File: src/rtl/mips_pkg.sv
// Shared definitions for the P7 fetch stage: next-PC select codes, address map
// constants, fetch sequencer states and the fetch-address legality check.
package mips_pkg;

  localparam logic [2:0] NPC_SEQ = 3'b000;
  localparam logic [2:0] NPC_BR  = 3'b001;
  localparam logic [2:0] NPC_J   = 3'b010;
  localparam logic [2:0] NPC_JR  = 3'b011;

  localparam logic [31:0] RESET_PC   = 32'h0000_3000;
  localparam logic [31:0] HANDLER_PC = 32'h0000_4180;
  localparam logic [31:0] TEXT_LO    = 32'h0000_3000;
  localparam logic [31:0] TEXT_HI    = 32'h0000_6ffc;

  typedef enum logic [1:0] {
    ST_BOOT  = 2'd0,
    ST_FETCH = 2'd1,
    ST_HOLD  = 2'd2
  } pc_state_e;

  // Word-misaligned or outside the inclusive text window.
  function automatic logic addr_bad(input logic [31:0] addr,
                                    input logic [31:0] lo,
                                    input logic [31:0] hi);
    return (addr[1:0] != 2'b00) || (addr < lo) || (addr > hi);
  endfunction

endpackage

File: src/rtl/pc_ctrl_if.sv
// Fetch-stage control bundle: D-stage redirect inputs, CP0 inputs and the
// instruction-memory req/ack handshake around PC_F.
interface pc_ctrl_if;

  logic        stall_D;
  logic [2:0]  nPcSel;
  logic [25:0] imm;
  logic [31:0] PC_D;
  logic [31:0] ra;
  logic        req;
  logic        eret;
  logic [31:0] EPC;
  logic        if_ack;
  logic [31:0] PC_F;
  logic        if_req;
  logic        flush_D;
  logic        adel_F;

  modport master (
    input  stall_D, nPcSel, imm, PC_D, ra, req, eret, EPC, if_ack,
    output PC_F, if_req, flush_D, adel_F
  );

  modport slave (
    output stall_D, nPcSel, imm, PC_D, ra, req, eret, EPC, if_ack,
    input  PC_F, if_req, flush_D, adel_F
  );

endinterface

File: src/rtl/npc_target.sv
// Combinational branch / jump / jr target mux; priority between redirect
// sources is resolved by the caller.
module npc_target
  import mips_pkg::*;
(
  input  logic [2:0]  sel,
  input  logic [31:0] pc_d,
  input  logic [25:0] imm,
  input  logic [31:0] ra,
  output logic [31:0] tgt,
  output logic        tgt_vld
);

  // Target per select code; illegal codes behave as sequential.
  always_comb begin
    tgt     = 32'h0000_0000;
    tgt_vld = 1'b0;
    case (sel)
      NPC_BR: begin
        tgt     = pc_d + 32'd4 + {{14{imm[15]}}, imm[15:0], 2'b00};
        tgt_vld = 1'b1;
      end
      NPC_J: begin
        tgt     = {pc_d[31:28], imm, 2'b00};
        tgt_vld = 1'b1;
      end
      NPC_JR: begin
        tgt     = ra;
        tgt_vld = 1'b1;
      end
      default: begin
        tgt     = 32'h0000_0000;
        tgt_vld = 1'b0;
      end
    endcase
  end

endmodule

File: src/rtl/pc_ctrl.sv
// Fetch-stage PC sequencer: owns PC_F, handshakes with a variable-latency IM and
// parks control redirects that arrive while the delay-slot fetch is outstanding.
module pc_ctrl #(
  parameter logic [31:0] RESET_PC   = mips_pkg::RESET_PC,
  parameter logic [31:0] HANDLER_PC = mips_pkg::HANDLER_PC,
  parameter logic [31:0] TEXT_LO    = mips_pkg::TEXT_LO,
  parameter logic [31:0] TEXT_HI    = mips_pkg::TEXT_HI
) (
  input logic       clk,
  input logic       reset,
  pc_ctrl_if.master bus
);

  import mips_pkg::*;

  pc_state_e   state_r;
  logic [31:0] pc_r;
  logic        pend_vld_r;
  logic [31:0] pend_pc_r;
  logic        pend_eret_r;
  logic        if_req_r;
  logic        flush_r;
  logic        boot_arm_r;

  logic [31:0] tgt_s;
  logic        tgt_vld_s;
  logic        ctl_vld_s;
  logic [31:0] ctl_tgt_s;
  logic [31:0] nxt_pc_s;
  logic        nxt_flush_s;

  npc_target u_npc_target (
    .sel     (bus.nPcSel),
    .pc_d    (bus.PC_D),
    .imm     (bus.imm),
    .ra      (bus.ra),
    .tgt     (tgt_s),
    .tgt_vld (tgt_vld_s)
  );

  // Control redirect of this cycle and the PC/flush to apply on an advance.
  always_comb begin
    ctl_vld_s   = 1'b0;
    ctl_tgt_s   = tgt_s;
    nxt_pc_s    = pc_r + 32'd4;
    nxt_flush_s = 1'b0;
    if (bus.stall_D) begin
      ctl_vld_s = 1'b0;
    end else begin
      ctl_vld_s = bus.eret | tgt_vld_s;
    end
    if (bus.eret) begin
      ctl_tgt_s = bus.EPC;
    end else begin
      ctl_tgt_s = tgt_s;
    end
    if (pend_vld_r) begin
      nxt_pc_s    = pend_pc_r;
      nxt_flush_s = pend_eret_r;
    end else if (ctl_vld_s) begin
      nxt_pc_s    = ctl_tgt_s;
      nxt_flush_s = bus.eret;
    end else begin
      nxt_pc_s    = pc_r + 32'd4;
      nxt_flush_s = 1'b0;
    end
  end

  // Sequencer FSM; boot_arm_r keeps BOOT for a full cycle after release.
  always_ff @(posedge clk or negedge reset) begin
    if (!reset) begin
      state_r     <= ST_BOOT;
      pc_r        <= RESET_PC;
      pend_vld_r  <= 1'b0;
      pend_pc_r   <= 32'h0000_0000;
      pend_eret_r <= 1'b0;
      if_req_r    <= 1'b0;
      flush_r     <= 1'b0;
      boot_arm_r  <= 1'b0;
    end else if (bus.req) begin
      state_r     <= ST_FETCH;
      pc_r        <= HANDLER_PC;
      pend_vld_r  <= 1'b0;
      pend_eret_r <= 1'b0;
      if_req_r    <= 1'b1;
      flush_r     <= 1'b1;
      boot_arm_r  <= 1'b1;
    end else begin
      flush_r    <= 1'b0;
      boot_arm_r <= 1'b1;
      case (state_r)
        ST_BOOT: begin
          if (boot_arm_r) begin
            state_r  <= ST_FETCH;
            if_req_r <= 1'b1;
          end
        end
        ST_FETCH: begin
          if (bus.if_ack && bus.stall_D) begin
            state_r  <= ST_HOLD;
            if_req_r <= 1'b0;
          end else if (bus.if_ack) begin
            pc_r       <= nxt_pc_s;
            pend_vld_r <= 1'b0;
            flush_r    <= nxt_flush_s;
          end else if (ctl_vld_s) begin
            // Delay slot still in flight: park the target until it lands.
            pend_vld_r  <= 1'b1;
            pend_pc_r   <= ctl_tgt_s;
            pend_eret_r <= bus.eret;
          end
        end
        ST_HOLD: begin
          if (!bus.stall_D) begin
            state_r    <= ST_FETCH;
            if_req_r   <= 1'b1;
            pc_r       <= nxt_pc_s;
            pend_vld_r <= 1'b0;
            flush_r    <= nxt_flush_s;
          end
        end
        default: begin
          state_r  <= ST_BOOT;
          if_req_r <= 1'b0;
        end
      endcase
    end
  end

  assign bus.PC_F    = pc_r;
  assign bus.if_req  = if_req_r;
  assign bus.flush_D = flush_r;
  assign bus.adel_F  = if_req_r & addr_bad(pc_r, TEXT_LO, TEXT_HI);

endmodule
File: src/flat_wrapper.sv
// flat-port wrapper written by rule: the top's interface ports become plain ports
module pc_ctrl_flat import mips_pkg::*;
#(
  parameter logic [31:0] RESET_PC   = mips_pkg::RESET_PC,
  parameter logic [31:0] HANDLER_PC = mips_pkg::HANDLER_PC,
  parameter logic [31:0] TEXT_LO    = mips_pkg::TEXT_LO,
  parameter logic [31:0] TEXT_HI    = mips_pkg::TEXT_HI
)
  (clk, reset, bus_stall_D, bus_nPcSel, bus_imm, bus_PC_D, bus_ra, bus_req, bus_eret, bus_EPC, bus_if_ack, bus_PC_F, bus_if_req, bus_flush_D, bus_adel_F);
  pc_ctrl_if bus_i ();
  input logic clk;
  input logic reset;
  input wire logic [$bits(bus_i.stall_D)-1:0] bus_stall_D;
  input wire logic [$bits(bus_i.nPcSel)-1:0] bus_nPcSel;
  input wire logic [$bits(bus_i.imm)-1:0] bus_imm;
  input wire logic [$bits(bus_i.PC_D)-1:0] bus_PC_D;
  input wire logic [$bits(bus_i.ra)-1:0] bus_ra;
  input wire logic [$bits(bus_i.req)-1:0] bus_req;
  input wire logic [$bits(bus_i.eret)-1:0] bus_eret;
  input wire logic [$bits(bus_i.EPC)-1:0] bus_EPC;
  input wire logic [$bits(bus_i.if_ack)-1:0] bus_if_ack;
  output wire logic [$bits(bus_i.PC_F)-1:0] bus_PC_F;
  output wire logic [$bits(bus_i.if_req)-1:0] bus_if_req;
  output wire logic [$bits(bus_i.flush_D)-1:0] bus_flush_D;
  output wire logic [$bits(bus_i.adel_F)-1:0] bus_adel_F;
  assign bus_i.stall_D = bus_stall_D;
  assign bus_i.nPcSel = bus_nPcSel;
  assign bus_i.imm = bus_imm;
  assign bus_i.PC_D = bus_PC_D;
  assign bus_i.ra = bus_ra;
  assign bus_i.req = bus_req;
  assign bus_i.eret = bus_eret;
  assign bus_i.EPC = bus_EPC;
  assign bus_i.if_ack = bus_if_ack;
  assign bus_PC_F = bus_i.PC_F;
  assign bus_if_req = bus_i.if_req;
  assign bus_flush_D = bus_i.flush_D;
  assign bus_adel_F = bus_i.adel_F;
  pc_ctrl #(.RESET_PC(RESET_PC), .HANDLER_PC(HANDLER_PC), .TEXT_LO(TEXT_LO), .TEXT_HI(TEXT_HI)) u_core (.clk(clk), .reset(reset), .bus(bus_i));
endmodule
File: config.mk
export PLATFORM = sky130hd
export DESIGN_NAME = pc_ctrl_flat
export DESIGN_NICKNAME = d
export VERILOG_FILES = /design/src/rtl/mips_pkg.sv /design/src/rtl/pc_ctrl_if.sv /design/src/rtl/npc_target.sv /design/src/rtl/pc_ctrl.sv /design/src/flat_wrapper.sv
export SDC_FILE = /design/constraint.sdc
export NUM_CORES = 1
export LEC_CHECK = 0
export BUFFER_PORTS_ARGS = -buffer_cell sky130_fd_sc_hd__buf_2
export CORE_MARGIN = 10
export CORE_UTILIZATION = 60
export CTS_BUF_LIST = sky130_fd_sc_hd__clkbuf_8
export DETAILED_ROUTE_END_ITERATION = 16
export HOLD_SLACK_MARGIN = 0.12
export MAX_ROUTING_LAYER = met4
export PLACE_DENSITY = 0.95
export SETUP_SLACK_MARGIN = 0.1
export SLEW_MARGIN = 20
export SYNTH_ARGS = -nofsm -noshare
export SYNTH_HDL_FRONTEND = slang
export SYNTH_SLANG_ARGS = --single-unit
File: constraint.sdc
create_clock -name clk -period 5 [get_ports clk]
set_input_delay 0.5 -clock clk [delete_from_list [all_inputs] [get_ports clk]]
set_output_delay 0.5 -clock clk [all_outputs]
set_load 0.1 [all_outputs]
Word level (Yosys, flattened, before mapping). Index checks and enable logic that the tools add are counted.

Register bits: 71. Bits of input ports: 131. Output and inout bits: 35. Word-level logic and storage cells: 84.

$lt $le $gt $ge: 2. Equal/unequal tests: 13. Add/subtract/negate cells: 3. Mux-type cells: 39. Bitwise gates (word level): 5. Reduce and logical (&&, ||, !) cells: 14.

Operators with widths (number): 2-to-1 mux 32 bit (7); case mux 32 bit (3 select lines) (1); adder 32 x 3 -> 32 bit (second input constant) (2); case mux 32 bit (2 select lines) (1); adder 32 bit (1); > comparator 32 x 15 -> 1 bit (second input constant) (1); < comparator 32 x 14 -> 1 bit (second input constant) (1); 2-to-1 mux 1 bit (22); AND reduction 4 bit (3); != test 3 bit (second input constant) (3); 2-to-1 mux 2 bit (4); == test 3 x 2 -> 1 bit (second input constant) (2); != test 3 x 2 -> 1 bit (second input constant) (2); case mux 2 bit (3 select lines) (1); nonzero test 2 bit (3); AND reduction 5 bit (1); != test 2 bit (second input constant) (2); != test 4 x 3 -> 1 bit (second input constant) (1); case mux 1 bit (2 select lines) (2); == test 3 x 1 -> 1 bit (second input constant) (1); inverter 1 bit (3); case mux 1 bit (3 select lines) (1); AND reduction 3 bit (1); nonzero test 3 bit (1); 8 further kinds (9).

Longest topological paths before layout. Gate-level depths: netlist (run 1).

Depth after elaboration: 11. Gate-level depth with buffers: 15. Mapped depth without buffers: 15.

By module. Synthesis (run 1) repeated with hierarchy kept, for this count alone.

Cell total of the unflattened synthesis: 866. Area total of the unflattened synthesis: 7008.0 um^2.

Modules (own cells, without submodules): pc_ctrl (times used 1, cells each 504, area an instance 4355.4 um^2, seq. area each 1754.2 um^2); npc_target (times used 1, cells each 362, area an instance 2652.5 um^2, seq. area each 0.0 um^2).

Worst setup path before layout (run 1). No wires, ideal clock.

Kind: reg2out. From: reg u_core.pc_r[28], in the netlist u_core.bus.PC_F[28]. To: out bus_adel_F. Required time: 4.500 ns. Stages on the path, launching flop included: 5. Setup slack: 1.613 ns. Path buffers: 0. Arrival time: 2.887 ns. Path through: dfrtp_1 nor4_1 nand2_1 nor4_1 a41oi_1.

Cells in the longest elaborated chain, start to end: 4. Elaborated cells between the ends (all ways): 5. Classes of those cells: order compare (2); bitwise (1); reduce/logical (2).

RTL lines: start: declaration (line pc_ctrl.sv:17) `logic [31:0] pc_r;`; start signal: assignment (line pc_ctrl.sv:103) `pc_r <= nxt_pc_s;`; start signal: assignment (line pc_ctrl.sv:117) `pc_r <= nxt_pc_s;`; < comparator 32 x 14 -> 1 bit (line mips_pkg.sv:25) `return (addr[1:0] != 2'b00) || (addr < lo) || (addr > hi);`; logical OR 1 bit (line mips_pkg.sv:25); logical OR 1 bit * (line mips_pkg.sv:25); bitwise AND 1 bit * (line pc_ctrl.sv:133) `assign bus.adel_F = if_req_r & addr_bad(pc_r, TEXT_LO, TEXT_HI);`; end: declaration (line flat_wrapper.sv:25) `output wire logic [$bits(bus_i.adel_F)-1:0] bus_adel_F;`.

Every way passes the cells marked *; elsewhere a longest branch is shown, timed or not.

Final worst setup path (run 1).
From: in bus_imm[15]. To: reg u_core.pc_r[25], in the netlist u_core.bus.PC_F[25].

Cells in the longest elaborated chain, start to end: 9. Elaborated cells between the ends (all ways): 10. Classes of those cells: add/sub (1); mux (9).

RTL lines: start: declaration (line flat_wrapper.sv:15) `input wire logic [$bits(bus_i.imm)-1:0] bus_imm;`; adder 32 bit * (line npc_target.sv:20) `tgt = pc_d + 32'd4 + {{14{imm[15]}}, imm[15:0], 2'b00};`; case mux 32 bit (3 select lines) * (line npc_target.sv:18) `case (sel)`; 2-to-1 mux 32 bit * (line pc_ctrl.sv:52) `if (bus.eret) begin`; 2-to-1 mux 32 bit * (line pc_ctrl.sv:60) `end else if (ctl_vld_s) begin`; 2-to-1 mux 32 bit * (line pc_ctrl.sv:57) `if (pend_vld_r) begin`; 2-to-1 mux 32 bit (line pc_ctrl.sv:102) `end else if (bus.if_ack) begin`; 2-to-1 mux 32 bit (line pc_ctrl.sv:99) `if (bus.if_ack && bus.stall_D) begin`; case mux 32 bit (2 select lines) * (line pc_ctrl.sv:91) `case (state_r)`; 2-to-1 mux 32 bit * (line pc_ctrl.sv:80) `end else if (bus.req) begin`.

Every way passes the cells marked *; elsewhere a longest branch is shown, timed or not. The select of a mux whose other input is x is not followed. A chain may end at the register's enable or synchronous reset.

==> run_results.csv, run 1 <==
group,metric,value,unit
global_route,first_global_vias,7156,
global_route,grt_max_degree,71,
placed_design,numPortBuffers,165,
timing,drv_slew,0,
logic_synthesis,syn_area,0.00673,mm^2
power,leakage,0.00369,uW
timing,worst_pin_slew,1020,ps
timing,rsz0062_at_grt,"no",
worst_setup_path,crit_path_end_kind,"flop",
timing,period_share,67.0,%
worst_setup_path,path_cells,"buf_2, ha_1, ha_1, a21oi_1, o21ai_0, or2_2, o31ai_2, o21ai_1, nor4b_1, a2111oi_1, a211oi_1, a21o_1",
logic_synthesis,ys_warn_count,0,
final_layout,final_nets,1175,
clocking,cts_resized,0,
floorplanning,start_util,61.8,%
worst_setup_path,crit_top_cell,"ha_1",
power,ir_worst_vdd,465,uV
floorplanning,rows,38,
worst_setup_path,critPathArrivalTime,3600,ps
run_status,status,"complete, no violations",
worst_setup_path,start_kind,"primary input",
clocking,htreeDepth,3,
clocking,hold_buffers,0,
clocking,cts_setup_buffers,0,
route,final_antenna_net_count,0,
worst_setup_path,cp_slowest_stage_delay,550,ps
worst_setup_path,required,5250,ps
floorplanning,ios,166,
final_layout,drive_gt1_share,22.0,%
clocking,ctsLongestPathBuffers,2,
timing,finalSetupViolations,0,
route,wl,23200,um
clocking,cts_buffers,9,
timing,slew-limit-headroom,31.5,%
global_route,gr-total-overflow,0,
clocking,clkTransAtPathRegs,80,ps
floorplanning,die_w,126,um
floorplanning,die_y,126,um
clocking,cts_root_buf,"clkbuf_8",
global_route,grt_pass1_wl,36600,um
placed_design,dpl.hpwl,17600,um
run,maxCapViolCount,0,
timing,report.final.hold_viol_count,0,
final_layout,area_growth,16.7,%
route,wl_per_cell,20.6,um
global_route,gr-usage-all-layers,28.4,%
timing,tns,0,ps
route,route.detailed.drc,0,
placed_design,gp_congestion,1.04,
logic_synthesis,synth.distinct_cells,76,
clocking,cts_sinks,70,
route,drtPass1Iterations,6,
route,num_vias,7528,
route,avgViaCountPerCell,6.67,
logic_synthesis,synth-edff-count,0,
logic_synthesis,async_reset_ff_share,100,%
clocking,cts_tree,"done",
worst_setup_path,cp_max_fo,16,
logic_synthesis,ys_seq_elements,70,
timing,skew,9.61,ps
timing,fmax,299,MHz
power,power_density,352,mW/mm^2
logic_synthesis,syn-num-nets,1035,
logic_synthesis,syn-mean-instance-area,8.00,um^2
logic_synthesis,ys.flop_type,"dfrtp_1",
timing,min_period,3350,ps
worst_setup_path,crit_path_top_delay_cell,"a2111oi_1",
clocking,clock_latency,360,ps
logic_synthesis,seq_area_frac_synth,26.1,%
floorplanning,die_area,0.0158,mm^2
route,dr.first_iter.drc_count,1106,
floorplanning,core,0.0109,mm^2
min_path,hold_class,"primary input to asynchronous set/reset pin",
worst_setup_path,crit_type,"primary input to flop",
logic_synthesis,syn_inst,841,
global_route,antenna_found_initial,2,
power,total_power,2760,uW
synth_stat cells, types with 9 or more instances:
master / number / area, um^2
nand4_1: 11 / 68.8
nor4_1: 10 / 62.6
xor2_1: 17 / 149
a22oi_1: 13 / 97.6
dfrtp_1: 68 / 1700
a31oi_1: 15 / 93.8
clkbuf_1: 34 / 128
mux2i_1: 31 / 310
ha_1: 62 / 776
nor3_1: 18 / 90.1
a21o_1: 14 / 105
inv_1: 19 / 71.3
nand3_1: 15 / 75.1
nand2_1: 113 / 424
a211oi_1: 9 / 67.6
o221ai_1: 11 / 96.3
xnor2_1: 29 / 254
nor2_1: 61 / 229
o21ai_0: 87 / 435
a21oi_1: 55 / 275
sequential cells by signal, indices dropped and copies added (netlist names):
name                flops
u_core.state_r          2
u_core.pend_vld_r       1
u_core.pend_pc_r       32
u_core.bus.flush_D      1
u_core.boot_arm_r       1
u_core.bus.PC_F        32
u_core.pend_eret_r      1
layout by cell type (no fill, tap or decap), drive strengths merged, types with 8 or more instances in the layout:
master,n
xnor2,29
nand2,113
o21ai,90
dfrtp,68
mux2,8
nor2,61
nand2b,8
a21oi,56
nor4,12
a22oi,13
clkbuf,10
a211oi,9
a21o,14
ha,62
a31oi,15
xor2,17
nand3,16
and3,8
inv,19
buf,174
nor3,19
o221ai,11
nand4,12
mux2i,31
path summary, 6_finish.rpt:
path                                 startpoint  cells past startpoint                    to  slack [ps]
max                                 bus_imm[15]                     12   u_core.bus.PC_F[25]        1650
min                                       reset                      2   u_core.pend_pc_r[3]         330
max reg2reg                   u_core.state_r[0]                     10   u_core.bus.PC_F[31]        2100
min reg2reg                u_core.pend_pc_r[23]                      2  u_core.pend_pc_r[23]         480
max in group asynchronous                 reset                      2  u_core.pend_pc_r[27]        4090
min in group clk                     bus_EPC[2]                      3   u_core.pend_pc_r[2]         470
metrics by stage:
stage	setup WS, ps	cells	instance area (um^2)	util, %	hold slack [ps]
floorplan	1610	841	6730	-	204
global placement	1400	1110	7620	70.0	455
detailed placement	1310	1110	7620	70.0	459
CTS	1680	1126	7840	72.0	366
global route	1370	1128	7850	72.1	405
finish	1650	1128	7850	72.1	328
cells by family (layout without fill, tap and decap cells):
family / after synthesis / after routing / share of synthesized area, %
AND/OR/NAND/NOR: 281 / 281 / 20.0
buffers and inverters: 65 / 210 / 3.72
multiplexers: 39 / 39 / 5.95
other: 1 / 3 / 0.0557
XOR/XNOR: 46 / 46 / 5.99
AO/OA/AOI/OAI: 276 / 276 / 26.4
adder cells (fa/ha/maj): 63 / 63 / 11.8
flip-flops: 70 / 70 / 26.1
final cells by class:
| class | instances | area (um^2) |
|---|---|---|
| diodes | 2 | 5.00 |
| clock buffers | 10 | 138 |
| clock inverters | 6 | 85.1 |
| fillers | 836 | 3040 |
| inverters | 20 | 75.1 |
| multi-input cells | 706 | 4720 |
| flip-flops and latches | 70 | 1750 |
| well taps | 140 | 175 |
| repair buffers | 174 | 893 |
metal layers:
metal / vias up / routed length, um / global-route usage (%)
met5: - / 0 / -
met2: 537 / 10800 / 44.8
met4: 0 / 766 / 11.8
met1: 3495 / 8980 / 34.8
li1: 3405 / - / -
met3: 91 / 2650 / 5.58
where the power goes:
group	switching (uW)	internal [uW]
Clock	226	292
Sequential	164	741
Combinational	932	405
Total	1320	1440
worst max-delay path, delay by kind of cell:
| kind | cells | cell delay (ps) |
|---|---|---|
| AO/OA/AOI/OAI | 7 | 1610 |
| adder cells (fa/ha/maj) | 2 | 720 |
| AND/OR/NAND/NOR | 2 | 470 |
| buffers and inverters | 1 | 290 |
Note: power is estimated with default switching activity, not from simulation.
==> inputs of run 2 (changes only) <==
--- a/config.mk
+++ b/config.mk
@@ -7,12 +7,12 @@
 export LEC_CHECK = 0
 export BUFFER_PORTS_ARGS = -buffer_cell sky130_fd_sc_hd__buf_2
 export CORE_MARGIN = 10
-export CORE_UTILIZATION = 60
+export CORE_UTILIZATION = 56
 export CTS_BUF_LIST = sky130_fd_sc_hd__clkbuf_8
 export DETAILED_ROUTE_END_ITERATION = 16
 export HOLD_SLACK_MARGIN = 0.12
 export MAX_ROUTING_LAYER = met4
-export PLACE_DENSITY = 0.95
+export PLACE_DENSITY = 0.92
 export SETUP_SLACK_MARGIN = 0.1
 export SLEW_MARGIN = 20
 export SYNTH_ARGS = -nofsm -noshare
==> constraint.sdc (replaced) <==
create_clock -name clk -period 3.1 [get_ports clk]
set_input_delay 0.31 -clock clk [delete_from_list [all_inputs] [get_ports clk]]
set_output_delay 0.31 -clock clk [all_outputs]
set_load 0.1 [all_outputs]
==> run 2 against run 1 <==
Hold slack got worse by 54 ps; global-route usage fell by 0.16 points; largest cell class unchanged; via count rose by 1.6%; clock skew fell by 0.86 ps; final cell count rose by 4.2%; critical path type unchanged; final area rose by 6.3%; critical path depth rose by 2; power rose by 71%; sequential share of layout area fell by 1.2 points; utilization fell by 0.27 points.
==> run_results.csv, run 2 (same netlist as run 1, synthesis figures left out) <==
group,metric,value,unit
clocking,cts_buffers,9,
route,met1_length,9420,um
final_layout,nFillCells,884,
global_route,gr-total-overflow,0,
clocking,htreeDepth,3,
floorplanning,die_y,130,um
power,power_density,567,mW/mm^2
route,num_vias,7647,
global_route,first_global_vias,7595,
power,total_power,4730,uW
clocking,cts_tree,"done",
worst_setup_path,reg2reg_depth,9,
timing,fmax,351,MHz
power,switching_share,45.9,%
floorplanning,rows,39,
timing,report.final.hold_viol_count,0,
power,clockPowerShare,21.2,%
power,ir_worst_vdd,274,uV
power,net-switching-power,2170,uW
route,drtPass1Iterations,6,
timing,slew-limit-headroom,40.3,%
power,pwr-share-comb,48.2,%
clocking,cts_sinks,70,
timing,worst_pin_slew,895,ps
clocking,clkTransAtPathRegs,80,ps
floorplanning,core,0.0116,mm^2
worst_setup_path,critPathArrivalTime,3060,ps
placed_design,dpl.hpwl,18300,um
power,leakage,0.00393,uW
timing,drv_slew,0,
route,maxUsedRoutingLayer,"met4",
worst_setup_path,path_cells,"buf_2, buf_4, ha_1, ha_1, nand2_1, nor2_1, a221o_1, a31oi_1, o21ai_1, buf_4, xnor2_1, o221ai_1, o21ai_1, o211ai_1",
timing,tns,0,ps
route,wl,23600,um
timing,skew,8.75,ps
worst_setup_path,cp_max_fo,11,
route,route.detailed.drc,0,
worst_setup_path,r2r_end,"u_core.bus.PC_F[31]",
worst_setup_path,crit_path_top_delay_cell,"ha_1",
worst_setup_path,ff2ff_setup_slack,340,ps
min_path,hold_class,"primary input to flop",
route,met2_length,10900,um
floorplanning,die_area,0.0168,mm^2
placed_design,numPortBuffers,165,
worst_setup_path,start_kind,"primary input",
worst_setup_path,required,3310,ps
global_route,grt_pass1_wl,37600,um
worst_setup_path,crit_type,"primary input to flop",
power,p_int,2560,uW
final_layout,final_cell_mix,"165 x buf_2, 113 x nand2_1, 86 x o21ai_0",
clocking,ctsLongestPathBuffers,2,
global_route,antenna_found_initial,2,
route,dr.first_iter.drc_count,1012,
floorplanning,ios,166,
min_path,min_to,"u_core.pend_pc_r[3]",
clocking,cts_setup_buffers,0,
run,maxCapViolCount,0,
global_route,grt_max_degree,43,
clocking,cts_root_buf,"clkbuf_8",
final_layout,drive_gt1_share,27.3,%
timing,holdWs,274,ps
timing,rsz0062_at_grt,"no",
timing,min_period,2850,ps
worst_setup_path,crit_path_end_kind,"flop",
global_route,gr-usage-all-layers,28.2,%
placed_design,gp_congestion,0.952,
min_path,hold_path_depth,3,
floorplanning,start_util,57.9,%
worst_setup_path,path_delay_family,"compound AO/OA/AOI/OAI gates",
route,dr_wl_met3,2530,um
route,final_antenna_net_count,0,
worst_setup_path,r2r-start,"u_core.bus.PC_F[13]",
timing,period_share,91.9,%
min_path,hold_start,"bus_EPC[3]",
final_layout,final_nets,1219,
worst_setup_path,cp_slowest_stage_delay,380,ps
route,avgViaCountPerCell,6.51,
worst_setup_path,critPathBufInv,3,
clocking,clock_latency,350,ps
floorplanning,die_w,130,um
final_layout,layout_commonest_cell,"buf_2",
timing,finalSetupViolations,0,
power,seqPwrFrac,30.6,%
final_layout,area_growth,24.0,%
run_status,status,"complete, no violations",
route,wl_per_cell,20.1,um
## run 2: worst max-delay path by stage
stage / startpoint / depth (start not counted) / endpoint / slack [ps]
floorplan: u_core.bus.PC_F[6] / 9 / u_core.bus.PC_F[31] / 90
global placement: bus_imm[1] / 14 / u_core.bus.PC_F[25] / -170
detailed placement: bus_imm[1] / 14 / u_core.bus.PC_F[25] / -320
CTS: bus_imm[1] / 15 / u_core.bus.PC_F[23] / 90
global route: bus_imm[15] / 13 / u_core.pend_pc_r[31] / 70
finish: bus_imm[15] / 14 / u_core.bus.PC_F[26] / 250
## run 2: metrics by stage
stage          cell area (um^2)  std cells  util [%]  setup slack (ps)
2_1_floorplan              6750        841         -              89.2
6_report                   8340       1175      71.8               250
3_3_place_gp               7980       1156      68.7              -167
4_1_cts                    8260       1173      71.2              90.9
5_1_grt                    8340       1175      71.8              72.6
3_5_place_dp               7980       1156      68.7              -316
## run 2: power groups by stage
stage | sequential, uW | combinational, uW | clock (uW)
after floorplan | 1920 | 1100 | 0
after global placement | 1430 | 2150 | 0
after detailed placement | 1450 | 2210 | 0
after CTS | 1430 | 2230 | 997
after global routing | 1470 | 2450 | 1040
final | 1450 | 2280 | 1000
## run 2: tightest hold or removal path: cells and delay by family
family	cells	cell delay (ps)
buffers and inverters	1	80
AOI/OAI and AO/OA	2	210
## run 2: repair_timing
action | CTS | global route
pin swaps | 0 | 6
hold buffers | 1 | 0
setup endpoints to repair | 1 | 16
resized for setup | 1 | 14
endpoints found under the hold margin | 28 | 0
cloned | 0 | 0
## run 2: per-layer routing
layer  vias to the layer above  global-route usage (%)
li1                       3505                       -
met1                      3551                    35.3
met4                         0                    9.66
met5                         -                       -
met3                        68                    4.77
met2                       523                    45.3
## run 2: final cells by class
| cell class | instances | area [um^2] | area share [%] |
|---|---|---|---|
| Multi-Input combinational cell | 706 | 4810 | 57.6 |
| Sequential cell | 70 | 1770 | 21.2 |
| Timing Repair Buffer | 218 | 1240 | 14.9 |
| Tap cell | 143 | 179 | 2.15 |
| Clock inverter | 7 | 145 | 1.74 |
| Clock buffer | 9 | 124 | 1.49 |
| Inverter | 20 | 75.1 | 0.900 |
| Antenna cell | 2 | 5.00 | 0.0600 |
